## config.mk

```make
export PLATFORM = sky130hd
export DESIGN_NAME = usb_utm_tx_ser
export DESIGN_NICKNAME = d
export VERILOG_FILES = /design/src/rtl/usb_utm_tx_ser.sv
export SDC_FILE = /design/constraint.sdc
export NUM_CORES = 1
export LEC_CHECK = 0
export CORE_MARGIN = 2
export CORE_UTILIZATION = 50
export DETAILED_ROUTE_END_ITERATION = 8
export GPL_TIMING_DRIVEN = 0
export PLACE_DENSITY = 0.71
export SLEW_MARGIN = 20
export SYNTH_ARGS = -nofsm -noshare
export SYNTH_HDL_FRONTEND = slang
export SYNTH_SLANG_ARGS = --single-unit
```

## constraint.sdc

```tcl
create_clock -name clk -period 3.34 [get_ports clk]
set_input_delay 0.334 -clock clk [delete_from_list [all_inputs] [get_ports clk]]
set_output_delay 0.334 -clock clk [all_outputs]
set_load 0.02 [all_outputs]
```

## src/rtl/usb_utm_tx_ser.sv

```systemverilog
// usb_utm_tx_ser: UTM transmit serialiser.
// Takes parallel words from the UTMI tx side and drives the USB line.
// In normal mode (op_mode 0 or 3) a packet is SYNC, then bit-stuffed and
// NRZI-encoded data, then an EOP. Raw mode (op_mode 2) sends the data bits
// directly as J/K levels, with no SYNC, stuffing or EOP. Non-driving mode
// (op_mode 1) never starts a packet.
//
// Ports
//   clk, rst      clock; asynchronous active-low reset
//   suspend_m     0 = suspend: abort any packet and release the line
//   op_mode[1:0]  0 normal, 1 non-driving, 2 raw, 3 same as 0
//   data_in       word to transmit, sent LSB first
//   tx_valid      data_in is valid
//   tx_ready      data_in is captured in this cycle
//   tx_dp, tx_dn  line levels (J = 1/0, K = 0/1, SE0 = 0/0), registered
//   tx_oe         line driver enable
//   tx_active     high from packet start to the end of EOP
//
// Handshake: the source raises tx_valid and holds data_in stable until
// tx_ready. tx_ready is a combinational one-cycle pulse. A word is transferred
// in a cycle where tx_valid and tx_ready are both high. tx_ready is never high
// in two consecutive cycles, and it pulses at most once per word.
module usb_utm_tx_ser #(
  parameter int DATA_W      = 8,
  parameter int CLK_PER_BIT = 4,
  parameter int STUFF_LEN   = 6,
  parameter int EOP_SE0_LEN = 2
) (
  input  logic              clk,
  input  logic              rst,
  input  logic              suspend_m,
  input  logic [1:0]        op_mode,
  input  logic [DATA_W-1:0] data_in,
  input  logic              tx_valid,
  output logic              tx_ready,
  output logic              tx_dp,
  output logic              tx_dn,
  output logic              tx_oe,
  output logic              tx_active
);
  localparam int CW = (CLK_PER_BIT > 1) ? $clog2(CLK_PER_BIT) : 1;
  localparam int BW = $clog2(DATA_W + 1);
  localparam int OW = $clog2(STUFF_LEN + 1);
  localparam int EW = (EOP_SE0_LEN > 1) ? $clog2(EOP_SE0_LEN) : 1;
  localparam logic [CW-1:0] BIT_LAST  = CW'(CLK_PER_BIT - 1);
  localparam logic [EW-1:0] SE0_LAST  = EW'(EOP_SE0_LEN - 1);
  localparam logic [OW-1:0] STUFF_AT  = OW'(STUFF_LEN);
  localparam logic [BW-1:0] WORD_BITS = BW'(DATA_W);

  typedef enum logic [2:0] {S_IDLE, S_SYNC, S_DATA, S_EOP_SE0, S_EOP_J} state_t;

  state_t            state_q, state_d;
  logic [CW-1:0]     bit_cnt_q, bit_cnt_d;
  logic [2:0]        sync_cnt_q, sync_cnt_d;
  logic [DATA_W-1:0] shreg_q, shreg_d;
  logic [BW-1:0]     left_q, left_d;     // data bits still waiting in shreg
  logic [OW-1:0]     ones_q, ones_d;     // consecutive 1s sent (stuffing)
  logic [EW-1:0]     eop_cnt_q, eop_cnt_d;
  logic              raw_q, raw_d;       // packet mode, latched at start
  logic              level_q, level_d;   // NRZI line level, 1 = J
  logic              dp_d, dn_d, oe_d, active_d;

  logic              tick;
  logic              data_step;
  logic              emit_en, emit_bit;
  logic [DATA_W-1:0] eff_sh;
  logic [BW-1:0]     eff_left;

  assign tick      = (state_q != S_IDLE) && (bit_cnt_q == BIT_LAST);
  // Bit boundaries where the next data-path bit is chosen: the end of the
  // last SYNC bit, and every bit boundary in DATA.
  assign data_step = tick && ((state_q == S_DATA) ||
                              (state_q == S_SYNC && sync_cnt_q == 3'd7));

  always_comb begin
    state_d   = state_q;
    bit_cnt_d = bit_cnt_q;
    sync_cnt_d = sync_cnt_q;
    shreg_d   = shreg_q;
    left_d    = left_q;
    ones_d    = ones_q;
    eop_cnt_d = eop_cnt_q;
    raw_d     = raw_q;
    level_d   = level_q;
    dp_d      = tx_dp;
    dn_d      = tx_dn;
    oe_d      = tx_oe;
    active_d  = tx_active;
    tx_ready  = 1'b0;
    emit_en   = 1'b0;
    emit_bit  = 1'b0;
    eff_sh    = shreg_q;
    eff_left  = left_q;

    if (state_q != S_IDLE) begin
      bit_cnt_d = tick ? '0 : bit_cnt_q + 1'b1;
    end

    case (state_q)
      S_IDLE: begin
        if (tx_valid && op_mode != 2'd1) begin
          oe_d      = 1'b1;
          active_d  = 1'b1;
          bit_cnt_d = '0;
          ones_d    = '0;
          emit_en   = 1'b1;
          if (op_mode == 2'd2) begin
            // Raw mode has no SYNC, so the first word goes out immediately.
            raw_d    = 1'b1;
            state_d  = S_DATA;
            tx_ready = 1'b1;
            shreg_d  = data_in >> 1;
            left_d   = BW'(DATA_W - 1);
            emit_bit = data_in[0];
          end else begin
            raw_d      = 1'b0;
            state_d    = S_SYNC;
            sync_cnt_d = '0;
            left_d     = '0;
            emit_bit   = 1'b0;
          end
        end
      end
      S_SYNC: begin
        if (tick && sync_cnt_q != 3'd7) begin
          sync_cnt_d = sync_cnt_q + 1'b1;
          emit_en    = 1'b1;
          emit_bit   = (sync_cnt_q == 3'd6);
          // The final SYNC 1 counts toward the first stuffing run.
          if (sync_cnt_q == 3'd6) ones_d = OW'(1);
        end
      end
      S_EOP_SE0: begin
        if (tick) begin
          if (eop_cnt_q == SE0_LAST) begin
            state_d = S_EOP_J;
            dp_d    = 1'b1;
            dn_d    = 1'b0;
          end else begin
            eop_cnt_d = eop_cnt_q + 1'b1;
          end
        end
      end
      S_EOP_J: begin
        if (tick) begin
          state_d  = S_IDLE;
          oe_d     = 1'b0;
          active_d = 1'b0;
          level_d  = 1'b1;
          dp_d     = 1'b1;
          dn_d     = 1'b0;
        end
      end
      default: ;
    endcase

    if (data_step) begin
      state_d = S_DATA;
      // An empty shifter refills at the boundary even if a stuff bit is due.
      // The new word then waits behind the stuff bit.
      if (left_q == '0 && tx_valid) begin
        tx_ready = 1'b1;
        eff_sh   = data_in;
        eff_left = WORD_BITS;
      end
      if (!raw_q && ones_q == STUFF_AT) begin
        emit_en  = 1'b1;
        emit_bit = 1'b0;
        ones_d   = '0;
        shreg_d  = eff_sh;
        left_d   = eff_left;
      end else if (eff_left != '0) begin
        emit_en  = 1'b1;
        emit_bit = eff_sh[0];
        ones_d   = eff_sh[0] ? ones_q + 1'b1 : '0;
        shreg_d  = eff_sh >> 1;
        left_d   = eff_left - 1'b1;
      end else if (raw_q) begin
        state_d  = S_IDLE;
        oe_d     = 1'b0;
        active_d = 1'b0;
        level_d  = 1'b1;
        dp_d     = 1'b1;
        dn_d     = 1'b0;
      end else begin
        state_d   = S_EOP_SE0;
        eop_cnt_d = '0;
        dp_d      = 1'b0;
        dn_d      = 1'b0;
      end
    end

    if (emit_en) begin
      level_d = raw_d ? emit_bit : (emit_bit ? level_q : !level_q);
      dp_d    = level_d;
      dn_d    = !level_d;
    end

    if (!suspend_m) begin
      state_d   = S_IDLE;
      bit_cnt_d = '0;
      left_d    = '0;
      ones_d    = '0;
      oe_d      = 1'b0;
      active_d  = 1'b0;
      level_d   = 1'b1;
      dp_d      = 1'b1;
      dn_d      = 1'b0;
      tx_ready  = 1'b0;
    end
    if (!rst) tx_ready = 1'b0;
  end

  always_ff @(posedge clk or negedge rst) begin
    if (!rst) begin
      state_q    <= S_IDLE;
      bit_cnt_q  <= '0;
      sync_cnt_q <= '0;
      shreg_q    <= '0;
      left_q     <= '0;
      ones_q     <= '0;
      eop_cnt_q  <= '0;
      raw_q      <= 1'b0;
      level_q    <= 1'b1;
      tx_dp      <= 1'b1;
      tx_dn      <= 1'b0;
      tx_oe      <= 1'b0;
      tx_active  <= 1'b0;
    end else begin
      state_q    <= state_d;
      bit_cnt_q  <= bit_cnt_d;
      sync_cnt_q <= sync_cnt_d;
      shreg_q    <= shreg_d;
      left_q     <= left_d;
      ones_q     <= ones_d;
      eop_cnt_q  <= eop_cnt_d;
      raw_q      <= raw_d;
      level_q    <= level_d;
      tx_dp      <= dp_d;
      tx_dn      <= dn_d;
      tx_oe      <= oe_d;
      tx_active  <= active_d;
    end
  end
endmodule
```

; ---- Word-level counts from Yosys, hierarchy flattened
; Index checks and enable logic that the tools add are counted.
[word_totals]
regBits = 30
latchBits = 0
ram_bits = 0
mem_bits_ro = 0
inputBits = 14
out_inout_bits = 5
wordCells = 175
mem_count = 0
[op_classes]
n_addsub = 5
mul = 0
n_div = 0
magnitude_cmp = 0
eq_ne = 19
shift = 0
muxes = 120
bitwise_logic = 0
reduce_logical = 18
[ops]
columns = op, count
row1 = $mux W1, 68
row2 = $mux W8, 8
row3 = $mux W3, 18
row4 = $mux W4, 8
row5 = $mux W2, 9
row6 = $ne A4 B4 Y1 const B, 4
row7 = $eq A3 B3 Y1 const B, 4
row8 = $pmux W1 S2, 6
row9 = $pmux W3 S2, 2
row10 = $pmux W3 S3, 1
row11 = $logic_and A1 B1 Y1, 7
row12 = $add A3 B1 Y3 const B, 2
row13 = $eq A3 B2 Y1 const B, 2
row14 = $ne A5 B1 Y1 const B, 1
row15 = $reduce_and A5 Y1, 1
row16 = $eq A2 B2 Y1 const B, 2
row17 = $logic_not A4 Y1, 1
row18 = $ne A2 B1 Y1 const B, 2
row19 = $ne A2 B2 Y1 const B, 2
row20 = $reduce_and A4 Y1, 1
row21 = $reduce_bool A4 Y1, 1
row22 = $sub A4 B1 Y4 const B, 1
row23 = $eq A3 B1 Y1 const B, 1
row24 = $logic_not A1 Y1, 3
row25 = other kinds (7), 7

; ---- Depth between registers and ports, before layout
; Gate-level depths: netlist of run 1.
[logic_depth]
ltp_word = 14
depth_mapped = 8

; ---- Worst setup path before layout of run 1
; OpenSTA, ideal clock, no wires.
[synth_path]
path_type = flip-flop to flip-flop
startpoint = reg sync_cnt_q[0]
endpoint = reg state_q[0]
arrival_time_ps = 2015
required_time_ps = 3215
path_slack_ps = 1200
path_stages_with_launch = 8
path_buffers = 0
cell_sequence = dfrtp_1 > ha_1 > ha_1 > and3b_1 > o21ai_1 > mux2_2 > and3_1 > mux2_2
[synth_via]
elab_chain_len = 6
[synth_rtl]
columns = item, line_no
row1 = "start, declared", 54  ; logic [2:0] sync_cnt_q, sync_cnt_d;
row2 = "start signal, assigned", 232  ; sync_cnt_q <= sync_cnt_d;
row3 = $eq A3 B3 Y1 *, 73  ; (state_q == S_SYNC && sync_cnt_q == 3'd7));
row4 = $logic_and A1 B1 Y1 *, 73
row5 = $logic_or A1 B1 Y1 *, 72  ; assign data_step = tick && ((state_q == S_DATA) ||
row6 = $logic_and A1 B1 Y1 *, 72
row7 = "$ne A5 B1 Y1 (no line), or another cell as far along", -
row8 = $reduce_and A5 Y1 (no line) / $mux W3 (equally long branches), -
row9 = "end signal, assigned", 230  ; state_q <= state_d;
row10 = "end, declared", 52  ; state_t state_q, state_d;
; Every way passes the cells marked *; elsewhere a longest branch is shown, timed or not.
; A chain may end at the register's enable or synchronous reset.

; ---- Final worst setup path of run 1
[layout_path]
startpoint = reg sync_cnt_q[0]
endpoint = out tx_ready
[layout_via]
elab_chain_len = 7
[layout_rtl]
columns = item, line_no
row1 = $eq A3 B3 Y1, 73
row2 = $logic_and A1 B1 Y1, 73
row3 = $logic_or A1 B1 Y1, 72
row4 = $logic_and A1 B1 Y1, 72
row5 = $mux W1, 157  ; if (data_step) begin
row6 = $mux W1, 199  ; if (!suspend_m) begin
row7 = $mux W1, 211  ; if (!rst) tx_ready = 1'b0;
row8 = "end, declared", 35  ; output logic tx_ready,
; Every way passes these cells.

==> flow_summary.json, run 1 <==
{
  "outcome": "complete, no violations",
  "finalCritPeriodShare": 0.9208,
  "remaining_drc_errors": 0,
  "fin_setup_tns_ps": 0,
  "critPathTopFamily": "buffers and inverters",
  "seqCellArea_um2": 753.2,
  "cp-end-kind": "output port",
  "r2r_end": "state_q[0]",
  "synth.net_count": 250,
  "yosys.cell_types.count": 54,
  "fp.dieW_um": 68.47,
  "clk_latency_ps": 280,
  "p_sw_uw": 316.8,
  "grt_max_degree": 32,
  "slew_headroom": 0.5247,
  "r2r-start": "sync_cnt_q[0]",
  "vdd_drop_max_mv": 0.2714,
  "p_int_uw": 700.1,
  "std_cell_rows": 23,
  "finalNetCount": 274,
  "track_usage": 0.2457,
  "r2r_cells": 7,
  "cpMaxStageDelayCell": "clkdlybuf4s50_1",
  "synth_ff_type": "dfrtp_1",
  "synth-edff-count": 0,
  "grt_pass1_vias": 1788,
  "avgRoutedWirePerCell_um": 16.54,
  "cp-start-kind": "register",
  "critPathKind": "reg -> out",
  "drive_above_1_share": 0.1299,
  "cts_root_buffer": "clkbuf_8",
  "seqPwrFrac": 0.437,
  "first_pass_iters": 4,
  "slew_violations": 0,
  "crit_buf_inv": 2,
  "startpoint": "sync_cnt_q[0]",
  "worstMarginPinSlew_ps": 713.0,
  "switching_share": 0.3115,
  "cts_setup_buffers": 0,
  "tritoncts": "built",
  "path_cells": "ha_1 -> ha_1 -> and3b_1 -> o21ai_1 -> buf_2 -> nand2b_1 -> a21oi_1 -> clkdlybuf4s50_1",
  "finalSetupViolations": 0,
  "syn-instance-count": 229,
  "cp.required_ps": 3010,
  "cts.clk_slew.worst_paths_ps": 70,
  "finalHoldViolCount": 0,
  "antenna_found_initial": 0,
  "yosys_warnings": 0,
  "hp-class": "in -> async",
  "avgSynthCellArea_um2": 9.075,
  "max_freq_ghz": 0.3252,
  "start_util": 0.5195,
  "diodes": 0,
  "ys_seq_area_frac": 0.3624,
  "cts_hold_buffers": 0,
  "cts.sinks": 30,
  "gp_congestion": 0.8050,
  "vias": 1794,
  "cts.repair.resized": 0,
  "cts_made_buffers": 5,
  "io_pins": 19,
  "crit_top_cell": "ha_1",
  "clock_power_share": 0.301,
  "async_reset_ff_frac": 1.000,
  "critPathMaxFanout": 10,
  "powerDensity_nw_per_um2": 424.2,
  "ctsLongestPathBuffers": 2,
  "multi_input_area_um2": 1210,
  "maxCapViolCount": 0,
  "core_um2": 4000,
  "holdWs_ps": 94.92,
  "totalWireLength_mm": 5.028,
  "pwr-share-comb": 0.261,
  "drt-initial-drc-count": 110,
  "p_leak_nw": 1.053,
  "overflow": 0,
  "synth_area_um2": 2078,
  "fp.dieH_um": 68.47,
  "rsz0062_at_grt": "false",
  "dieArea_um2": 4688,
  "slowest_delay_ps": 560,
  "layout_commonest_cell": "nand2_1",
  "arrival_ps": 2740,
  "hpwlAfterDp_mm": 3.545,
  "synth_seq_cells": 30,
  "period_needed_ps": 3075,
  "reg2reg_slack_ps": 1000,
  "synthToLayoutAreaGrowth_pct": 15.35,
  "io_buffers": 17,
  "viasPerCell": 5.901,
  "nFillCells": 386,
  "htree_levels": 2,
  "mostFrequentLayoutCells": "nand2_1 (30), dfrtp_1 (28), nor2_1 (22)",
  "worst_clock_skew_ps": 8.273,
  "grt_pass1_wl_mm": 8.397,
  "postRouteAntennaNets": 0
}
==> kinds of logic (layout without fill, tap and decap cells) <==
logic type,after synthesis,count (layout),synth area share
AOI/OAI and AO/OA,59,59,0.2137
xor gates and xnor gates,2,2,0.008430
adders and majority gates,7,7,0.04214
buffers and inverters,21,46,0.05538
DFF,30,30,0.3624
muxes,12,12,0.05960
and+or+nand+nor,98,98,0.2583
==> state kept, by name, summed over array words and instances (netlist names) <==
signal	cells
tx_oe	1
ones_q	3
shreg_q	8
level_q	1
tx_dn	1
state_q	3
bit_cnt_q	2
sync_cnt_q	3
raw_q	1
tx_active	1
tx_dp	1
eop_cnt_q	1
left_q	4
==> worst max path at each step <==
stage,end,cells past startpoint,slack (ps)
after global placement,tx_ready,4,240
after global routing,tx_ready,8,90
after floorplan,state_q[0],7,1200
final,tx_ready,8,260
after detailed placement,tx_ready,5,480
after CTS,tx_ready,8,240
==> through the flow <==
stage	util	worst slack, ps	instances	instance area (µm²)	power, mW
detailed placement	0.5765	482.8	296	2306	0.7138
CTS	0.5993	237.1	304	2397	1.023
global route	0.5993	94.58	304	2397	1.075
floorplan	-	1200	229	2078	0.6333
finish	0.5993	264.5	304	2397	1.017
global placement	0.5777	244.2	296	2311	0.7081
==> power groups by stage <==
stage	clock, mW	sequential [mW]	combinational [mW]
floorplan	0	0.449	0.185
global placement	0	0.448	0.260
detailed placement	0	0.450	0.264
CTS	0.313	0.444	0.265
global route	0.328	0.450	0.297
finish	0.306	0.445	0.266
==> synth_stat cells, types with 2 or more instances <==
master	number	area share
o22a_1	3	0.013
inv_1	10	0.018
nand4_1	2	0.0060
nand2b_1	6	0.018
buf_4	2	0.0072
o211ai_1	2	0.0072
nor3_4	2	0.016
o311a_1	2	0.0096
or3_1	3	0.0090
nand3b_1	3	0.011
a21oi_1	9	0.022
nand3_1	6	0.014
xnor2_1	2	0.0084
mux2_2	3	0.016
buf_2	5	0.012
a31oi_1	8	0.024
buf_6	3	0.016
nor2_1	22	0.040
o2bb2ai_1	2	0.0084
a22oi_1	7	0.025
o211a_1	2	0.0096
ha_1	7	0.042
and3b_1	3	0.013
dfrtp_1	28	0.34
nand2_1	30	0.054
a21boi_0	4	0.014
and3_1	5	0.015
o21ai_0	8	0.019
o21a_1	2	0.0072
mux2i_1	9	0.043
nor3_1	5	0.012
dfstp_2	2	0.025
==> cell type report <==
cell class              instances  share of cell area
flip-flops and latches         30              0.3142
well taps                      50             0.02610
clock buffers                   7             0.03601
repair buffers                 17             0.06889
multi-input cells             178              0.5047
plain buffers                  11             0.03236
inverters                      10             0.01566
clock inverters                 1            0.002088
==> layer usage <==
| layer | routed length [µm] | vias to the layer above | GRT usage |
|---|---|---|---|
| met2 | 2349 | 40 | 0.3702 |
| met4 | 61 | 0 | 0.08500 |
| met3 | 185 | 7 | 0.05757 |
| met5 | 0 | - | 0 |
| li1 | - | 882 | - |
| met1 | 2432 | 865 | 0.3437 |
No activity file was read; power rests on OpenSTA's default activity.
==> run 2, diff against run 1 <==
clock period = 3.65 ns   (was 3.34 ns; I/O delays follow)
==> results of run 2 <==
Same layout as run 1 (identical final DEF). Status: complete, no violations.
Among the figures that moved: setup slack after placement 482.8 ps -> 730.8 ps; setup slack after layout 264.5 ps -> 543.5 ps; hold slack 94.92 ps -> 125.9 ps; register-to-register setup slack 1000 ps -> 1310 ps; total power 1.017 mW -> 0.9305 mW; worst IR drop on VDD 0.2714 mV -> 0.2483 mV
==> run 3, diff against run 2 <==
CTS_CLUSTER_SIZE = 40   (was not set)
SKIP_LAST_GASP = 1   (was not set)
==> results of run 3 <==
Same layout as run 1 (identical final DEF). Status: complete, no violations.
Among the figures that moved: setup slack after placement 482.8 ps -> 730.8 ps; setup slack after layout 264.5 ps -> 543.5 ps; hold slack 94.92 ps -> 125.9 ps; register-to-register setup slack 1000 ps -> 1310 ps; total power 1.017 mW -> 0.9305 mW; worst IR drop on VDD 0.2714 mV -> 0.2483 mV
